--- src/rtl/dec_pkg.sv ---
// Shared types and helpers for the one-hot decoder with skid buffer.
//   occ_e       : buffer occupancy state (EMPTY / ONE / TWO)
//   out_w()     : one-hot width for a given code width (2**w)
//   dec_entry_t : {onehot, code} entry at the default code width DEC_W
package dec_pkg;

    localparam int DEC_W = 2;

    typedef enum logic [1:0] {
        EMPTY = 2'd0,
        ONE   = 2'd1,
        TWO   = 2'd2
    } occ_e;

    function automatic int out_w(input int w);
        return 1 << w;
    endfunction

    typedef struct packed {
        logic [(1 << DEC_W)-1:0] onehot;
        logic [DEC_W-1:0]        code;
    } dec_entry_t;

endpackage

--- src/rtl/dec_onehot_core.sv ---
// Combinational binary-to-one-hot decoder with enable.
// Ports:
//   i_code   (W)       binary code
//   i_en     (1)       enable; 0 forces all-zero onehot and zero code
//   o_onehot (2**W)    one-hot select, bit i_code set when enabled
//   o_code   (W)       code passed through when enabled, else 0
module dec_onehot_core
    import dec_pkg::*;
#(
    parameter int W = 2
)(
    input  logic [W-1:0]           i_code,
    input  logic                   i_en,
    output logic [out_w(W)-1:0]    o_onehot,
    output logic [W-1:0]           o_code
);

    localparam int OUT_W = out_w(W);

    always_comb begin
        o_onehot = '0;
        o_code   = '0;
        if (i_en) begin
            o_onehot = OUT_W'(1) << i_code;
            o_code   = i_code;
        end
    end

endmodule

--- src/rtl/dec_onehot_skid.sv ---
// Binary-to-one-hot decoder with valid/ready on both sides and a 2-entry
// skid buffer (main register drives the outputs, skid register behind it).
// in_ready and out_valid come straight from flops.
// Optional hit counters are built when the macro DEC_STATS_EN is defined.
// Ports:
//   clk, rst_n              clock, asynchronous active-low reset
//   in_valid/in_ready       input handshake
//   in_code (W), in_en      code and decode enable
//   out_valid/out_ready     output handshake
//   out_onehot (2**W)       decoded select
//   out_code (W)            code carried alongside (0 when en=0)
//   stat_clr                synchronous counter clear (DEC_STATS_EN only)
//   stat_hits (2**W*STAT_W) packed per-line counters (DEC_STATS_EN only)
module dec_onehot_skid
    import dec_pkg::*;
#(
    parameter int W = 2
`ifdef DEC_STATS_EN
    , parameter int STAT_W = 8
`endif
)(
    input  logic                         clk,
    input  logic                         rst_n,
    input  logic                         in_valid,
    output logic                         in_ready,
    input  logic [W-1:0]                 in_code,
    input  logic                         in_en,
    output logic                         out_valid,
    input  logic                         out_ready,
    output logic [out_w(W)-1:0]          out_onehot,
    output logic [W-1:0]                 out_code
`ifdef DEC_STATS_EN
    , input  logic                         stat_clr
    , output logic [out_w(W)*STAT_W-1:0]   stat_hits
`endif
);

    localparam int OUT_W = out_w(W);

    typedef struct packed {
        logic [OUT_W-1:0] onehot;
        logic [W-1:0]     code;
    } entry_t;

    occ_e   r_state, w_state_nxt;
    entry_t r_main, r_skid, w_main_nxt, w_dec;
    logic   r_in_ready, r_out_valid;
    logic   w_push, w_pop, w_skid_load;

    dec_onehot_core #(.W(W)) u_core (
        .i_code   (in_code),
        .i_en     (in_en),
        .o_onehot (w_dec.onehot),
        .o_code   (w_dec.code)
    );

    assign w_push = in_valid & r_in_ready;
    assign w_pop  = r_out_valid & out_ready;

    // Occupancy FSM; the main register is cleared when the buffer drains so
    // the outputs read zero whenever out_valid is low.
    always_comb begin
        w_state_nxt = r_state;
        w_main_nxt  = r_main;
        w_skid_load = 1'b0;
        unique case (r_state)
            EMPTY: begin
                if (w_push) begin
                    w_state_nxt = ONE;
                    w_main_nxt  = w_dec;
                end else begin
                    w_main_nxt  = '0;
                end
            end
            ONE: begin
                if (w_push && w_pop) begin
                    w_main_nxt  = w_dec;
                end else if (w_push) begin
                    w_state_nxt = TWO;
                    w_skid_load = 1'b1;
                end else if (w_pop) begin
                    w_state_nxt = EMPTY;
                    w_main_nxt  = '0;
                end
            end
            TWO: begin
                if (w_pop) begin
                    w_state_nxt = ONE;
                    w_main_nxt  = r_skid;
                end
            end
            default: begin
                w_state_nxt = EMPTY;
                w_main_nxt  = '0;
            end
        endcase
    end

    always_ff @(posedge clk or negedge rst_n) begin
        if (!rst_n) begin
            r_state     <= EMPTY;
            r_in_ready  <= 1'b1;
            r_out_valid <= 1'b0;
            r_main      <= '0;
            r_skid      <= '0;
        end else begin
            r_state     <= w_state_nxt;
            r_in_ready  <= (w_state_nxt != TWO);
            r_out_valid <= (w_state_nxt != EMPTY);
            r_main      <= w_main_nxt;
            if (w_skid_load) begin
                r_skid <= w_dec;
            end
        end
    end

    assign in_ready   = r_in_ready;
    assign out_valid  = r_out_valid;
    assign out_onehot = r_main.onehot;
    assign out_code   = r_main.code;

`ifdef DEC_STATS_EN
    // Per-line saturating hit counters; clear takes priority over a hit.
    for (genvar i = 0; i < OUT_W; i++) begin : g_hits
        logic [STAT_W-1:0] r_hits;
        always_ff @(posedge clk or negedge rst_n) begin
            if (!rst_n) begin
                r_hits <= '0;
            end else if (stat_clr) begin
                r_hits <= '0;
            end else if (w_pop && r_main.onehot[i] && (r_hits != {STAT_W{1'b1}})) begin
                r_hits <= r_hits + 1'b1;
            end
        end
        assign stat_hits[i*STAT_W +: STAT_W] = r_hits;
    end
`endif

endmodule
--- config.mk ---
export PLATFORM = sky130hd
export DESIGN_NAME = dec_onehot_skid
export DESIGN_NICKNAME = d
export VERILOG_FILES = /design/src/rtl/dec_pkg.sv /design/src/rtl/dec_onehot_core.sv /design/src/rtl/dec_onehot_skid.sv
export SDC_FILE = /design/constraint.sdc
export NUM_CORES = 1
export LEC_CHECK = 0
export ABC_AREA = 1
export BUFFER_PORTS_ARGS = -buffer_cell sky130_fd_sc_hd__buf_2
export CAP_MARGIN = 20
export CORE_UTILIZATION = 46
export DETAILED_ROUTE_END_ITERATION = 16
export GPL_TIMING_DRIVEN = 0
export PLACE_DENSITY = 0.71
export SETUP_SLACK_MARGIN = 0.1
export SLEW_MARGIN = 10
export SYNTH_ARGS = -nofsm -noshare
export SYNTH_HDL_FRONTEND = slang
export SYNTH_SLANG_ARGS = --single-unit
--- constraint.sdc ---
create_clock -name clk -period 1.17 [get_ports clk]
set_input_delay 0.0585 -clock clk [delete_from_list [all_inputs] [get_ports clk]]
set_output_delay 0.0585 -clock clk [all_outputs]
set_load 0.02 [all_outputs]
## Word level (Yosys, flattened, before mapping)

Index checks and enable logic that the tools add are counted.

| storage, ports and cells | value |
|---|---|
| register bits after elaboration | 16 |
| output and inout bits | 8 |
| logic and storage cells | 37 |

| operators by class | value |
|---|---|
| equality and inequality tests | 6 |
| shifts and indexed selects | 1 |
| multiplexer cells | 17 |
| bitwise gates (word level) | 2 |
| reduce and logical (&&, ||, !) cells | 4 |

Operator list:

| operator | number |
|---|---|
| 6-bit 2-to-1 mux | 5 |
| 6-bit one-hot mux with 3 select lines | 1 |
| 2-bit 2-to-1 mux | 6 |
| 3-bit != test, second input constant | 2 |
| 2-bit one-hot mux with 3 select lines | 1 |
| 4-bit 2-to-1 mux | 1 |
| 2-bit != test, second input constant | 2 |
| 1-bit by 2-bit << shifter with 4-bit output, first input constant | 1 |
| 1-bit 2-to-1 mux | 3 |
| 3-bit AND reduction | 1 |
| 1-bit bitwise AND | 2 |
| 2-bit by 1-bit == test with 1-bit output, second input constant | 1 |
| 2-bit == test, second input constant | 1 |
| 2-bit logical NOT | 1 |
| 2-bit nonzero test | 1 |
| 1-bit logical AND | 1 |

## Depth between registers and ports, before layout

| depth | value |
|---|---|
| depth in word-level cells | 6 |
| depth in mapped cells | 6 |
| mapped depth without buffers | 6 |

## By module

A second synthesis with hierarchy kept.

| unflattened totals | value |
|---|---|
| cells, all modules | 105 |
| area, all modules | 845.8 µm² |

Modules (own cells, without submodules):

| module | instances | cells each | area each (µm²) | sequential area each (µm²) |
|---|---|---|---|---|
| dec_onehot_skid | 1 | 94 | 804.5 | 401.6 |
| dec_onehot_core | 1 | 11 | 41.3 | 0.0 |

## Worst setup path before layout

Ideal clock, no wire load.

| path | value |
|---|---|
| path type | flip-flop to flip-flop |
| start point | reg r_in_ready (netlist: in_ready) |
| end point | reg r_main, in the netlist out_code[0] |
| library setup time | 65 ps |
| arrival | 1172 ps |
| data required time | 1105 ps |
| path slack | -67 ps |
| stages on the path, launching flop included | 7 |
| period minus slack after synthesis | 1237 ps |
| cell sequence | dfstp_2 nand2_2 nor2_1 nand2_1 o21ai_0 nand2_1 nand2_1 |

| on the way | value |
|---|---|
| longest elaborated chain between the ends | 4 |

Ends and longest elaborated chain:

| item | line | source |
|---|---|---|
| from (decl) | dec_onehot_skid.sv:47 | `logic r_in_ready, r_out_valid;` |
| from (signal assigned) | dec_onehot_skid.sv:108 | `r_in_ready <= (w_state_nxt != TWO);` |
| 1-bit bitwise AND (*) | dec_onehot_skid.sv:57 | `assign w_push = in_valid & r_in_ready;` |
| 1-bit logical AND | dec_onehot_skid.sv:76 | `if (w_push && w_pop) begin` |
| 3-bit != test (no source line) / 6-bit 2-to-1 mux (equally long branches) | n/a |  |
| 3-bit AND reduction (no source line) / 6-bit one-hot mux with 3 select lines (equally long branches) | n/a |  |
| to (signal assigned) | dec_onehot_skid.sv:110 | `r_main <= w_main_nxt;` |
| to (decl) | dec_onehot_skid.sv:46 | `entry_t r_main, r_skid, w_main_nxt, w_dec;` |

Mark *: on every way between the ends. The rest lies on a longest branch, timed or not.
A chain may end at the register's enable or synchronous reset.

## Final worst setup path

| path | value |
|---|---|
| start point | reg r_out_valid (netlist: out_valid) |
| end point | reg r_skid[4] in the netlist's numbering |

| on the way | value |
|---|---|
| longest elaborated chain between the ends | 4 |

Ends and longest elaborated chain:

| item | line | source |
|---|---|---|
| from (decl) | dec_onehot_skid.sv:47 |  |
| from (signal assigned) | dec_onehot_skid.sv:109 | `r_out_valid <= (w_state_nxt != EMPTY);` |
| 1-bit bitwise AND | dec_onehot_skid.sv:58 | `assign w_pop = r_out_valid & out_ready;` |
| 1-bit logical AND | dec_onehot_skid.sv:76 |  |
| 1-bit 2-to-1 mux | dec_onehot_skid.sv:76 |  |
| 1-bit 2-to-1 mux | dec_onehot_skid.sv:66 | `unique case (r_state)` |
| to (signal assigned) | dec_onehot_skid.sv:112 | `r_skid <= w_dec;` |
| to (decl) | dec_onehot_skid.sv:46 |  |

Every way passes these cells.

==> summary.txt <==
Place
  – GP Congestion: 0.870
  – Hpwl dp: 1020 um
  – Port Buffer Count: 14
  – Setup WS pre-CTS: -0.00858 ns

Finish
  – Share of layout cells above drive strength 1: 0.427
  – Fillers: 140
  – Util after Layout: 0.670
  – Syn-to-layout area delta: 33.3%
  – Most common cell after layout, fill and taps aside: nand2_1
  – Ant. Diodes: 0
  – Final #Nets: roughly 130
  – Most frequent cells in the layout: nand2_1, buf_2, dfrtp_1, inv_1, nand2_2

Floorplan
  – Placeable core region: 0.00152 sq mm
  – Rows: 14
  – # IOs: 15
  – Die X: 42.8 um
  – Initial core utilization: 0.502
  – Die Y: 42.8 um
  – Die area: between 0.0015 and 0.002 sq mm

Clocking
  – CTS H-Tree Depth: 1
  – Maximum clock path buffer count: 2
  – Clock slew at reported path FFs: 0.09 ns
  – CTS Sinks: 16
  – CTS tree: yes
  – Num CTS Buffers: 3
  – Root Buffer: clkbuf_4
  – Clk_lat worst skew: 0.29 ns

GRT
  – First-pass GRT wire length: between 2000 and 3000 um
  – Pin count of the biggest net entering global routing: 17
  – All-Layer GR Usage: 0.197
  – Vias in the first global route: 649
  – Initial antenna violation count: 0
  – Total grt overflow: 0

Setup path
  – CP most frequent cell: nand2_4
  – Cell Chain, Critical Path: nand2_4 -> nand2_4 -> nor3_4 -> inv_2 -> nand2_1 -> o21ai_2
  – Reg-to-Reg Start: out_valid
  – Slowest CP cell: dfrtp_2
  – WS Path Type: reg2reg
  – Worst reg2reg path endpoint: r_skid[4]
  – Startpoint Class: flip-flop
  – Worst setup EP type: flip-flop
  – CP Launch Point: out_valid
  – Reg2Reg Depth: 6
  – Reg2reg setup slack: -0.002 ns
  – Slowest Stage Delay on Critical Path: between 0.4 and 0.5 ns
  – Worst Path Arrival: 1.36 ns
  – Crit Path Max Fanout: 7
  – Worst Path Required: 1.36 ns

STA
  – RSZ-0062 raised after global routing: true
  – Max-slew headroom: 0.769
  – Fin. max-slew vios: 0
  – Final Cycle Share: 1.00
  – Final setup violation count: 2
  – Worst-Margin Slew: around 0.35 ns
  – Worst Skew: 0.000435 ns
  – TNS Setup: -0.00282 ns
  – Slack of the critical path: -0.00166 ns
  – Worst hold slack: 0.0872 ns
  – Max Clk Rate: 853 MHz
  – Crit path time final: 1.17 ns
  – Fin. Hold Viols: 0

Synth
  – Mean post-synth cell area: 8.32 sq um
  – Mapped Area: 766 sq um
  – Distinct cells, synth: 17
  – Mapped Cells: 92
  – Synth Register Bits: 16
  – Post-synthesis sequential area ratio: 0.525
  – Post-synth net total: 99
  – Yosys warning count: 0

Min path
  – Hold_sp: in_code[0]
  – Min-delay worst type: in2reg
  – Worst Hold End: r_skid[5]
  – Hold path cells: 3

Route
  – ANT nets after route: 0
  – Routed vias: 680
  – DR DRC count: 0
  – DR iter-0 viols: 26
  – Routed Wire Length: around 1600 um
  – First-pass DRT Iterations: 4
  – Vias per cell: 5.11
  – DR WL/cell: 11.7 um

Power and ir drop
  – Pwr dens: 2310 mW/mm^2
  – Lkg Pwr: 0.552 nW
  – Peak supply drop: 1330 uV

Flow run
  – Max Cap Viol: 0

Run status
  – Status: complete, but fails checks
  – Failing checks: setup timing
what timing repair did:
action	in CTS	in global routing
gates cloned	0	0
pin swaps	2	4
endpoints found under the hold margin	18	0
hold buffers	3	0
endpoints found under the setup margin	13	17
gates resized for setup	8	10
buffers inserted	3	1
layout make-up:
cell class	instances	area (sq um)	area share
Clock buffer	4	36.3	0.0355
Inverter	10	42.5	0.0417
Multi-Input combinational cell	66	384	0.376
Sequential cell	16	404	0.396
Tap cell	16	20.0	0.0196
Timing Repair Buffer	21	134	0.131
metrics by stage:
stage / cell area (sq um) / instances / power (W)
global route: 1020 / 133 / 0.00252
finish: 1020 / 133 / 0.00236
global placement: 880 / 122 / 0.00174
CTS: 986 / 132 / 0.00226
detailed placement: 880 / 122 / 0.00176
floorplan: 790 / 92 / 0.00154
routing by layer:
| layer | track usage | wire (um) |
|---|---|---|
| met4 | 0.100 | 30 |
| met2 | 0.312 | 750 |
| met1 | 0.255 | 680 |
| met5 | 0 | 0 |
| met3 | 0.0383 | 90 |
worst max-delay path by stage:
stage,endpoint,cells after the start
finish,r_skid[4],6
detailed placement,r_skid[5],6
floorplan,r_skid[2],5
CTS,r_skid[5],5
global placement,r_skid[5],6
global route,r_skid[0],5
where the power goes:
group          internal, W  switching, W  total [W]
Clock             0.000190      0.000175   0.000365
Sequential        0.000768      0.000172   0.000940
Combinational     0.000398      0.000653    0.00105
worst max-delay path: cells and delay by family (launching register included):
family / cells / cell delay (ns)
and+or+nand+nor: 4 / 0.47
DFF: 1 / 0.43
AOI/OAI and AO/OA: 1 / 0.05
buffers and inverters: 1 / 0.11
cell usage after synthesis:
cell | count | area share
a21boi_0 | 1 | 0.0098
dfrtp_1 | 15 | 0.49
inv_1 | 7 | 0.034
nor2_2 | 2 | 0.016
nand3_4 | 1 | 0.023
nand2_2 | 5 | 0.041
nand3_1 | 1 | 0.0065
nand2_1 | 42 | 0.21
dfstp_2 | 1 | 0.034
o21ai_2 | 3 | 0.034
nor3_4 | 1 | 0.021
a21oi_1 | 2 | 0.013
o21ai_1 | 1 | 0.0065
o21ai_0 | 3 | 0.020
inv_2 | 3 | 0.015
nand4_1 | 3 | 0.025
nor2_1 | 1 | 0.0049
flip-flops by register name, indices dropped and copies added, names as in the netlist:
name / cells
in_ready: 1
out_code: 2
out_onehot: 4
out_valid: 1
r_skid: 6
r_state: 2
logic make-up (layout without fill, tap and decap cells):
| logic type | Yosys count | after routing | synth area share |
|---|---|---|---|
| AND/OR/NAND/NOR | 56 | 56 | 0.343 |
| AO/OA/AOI/OAI | 10 | 10 | 0.0833 |
| flip-flops | 16 | 16 | 0.525 |
| buffers and inverters | 10 | 35 | 0.0490 |
Power figures use the tool's default switching activity.
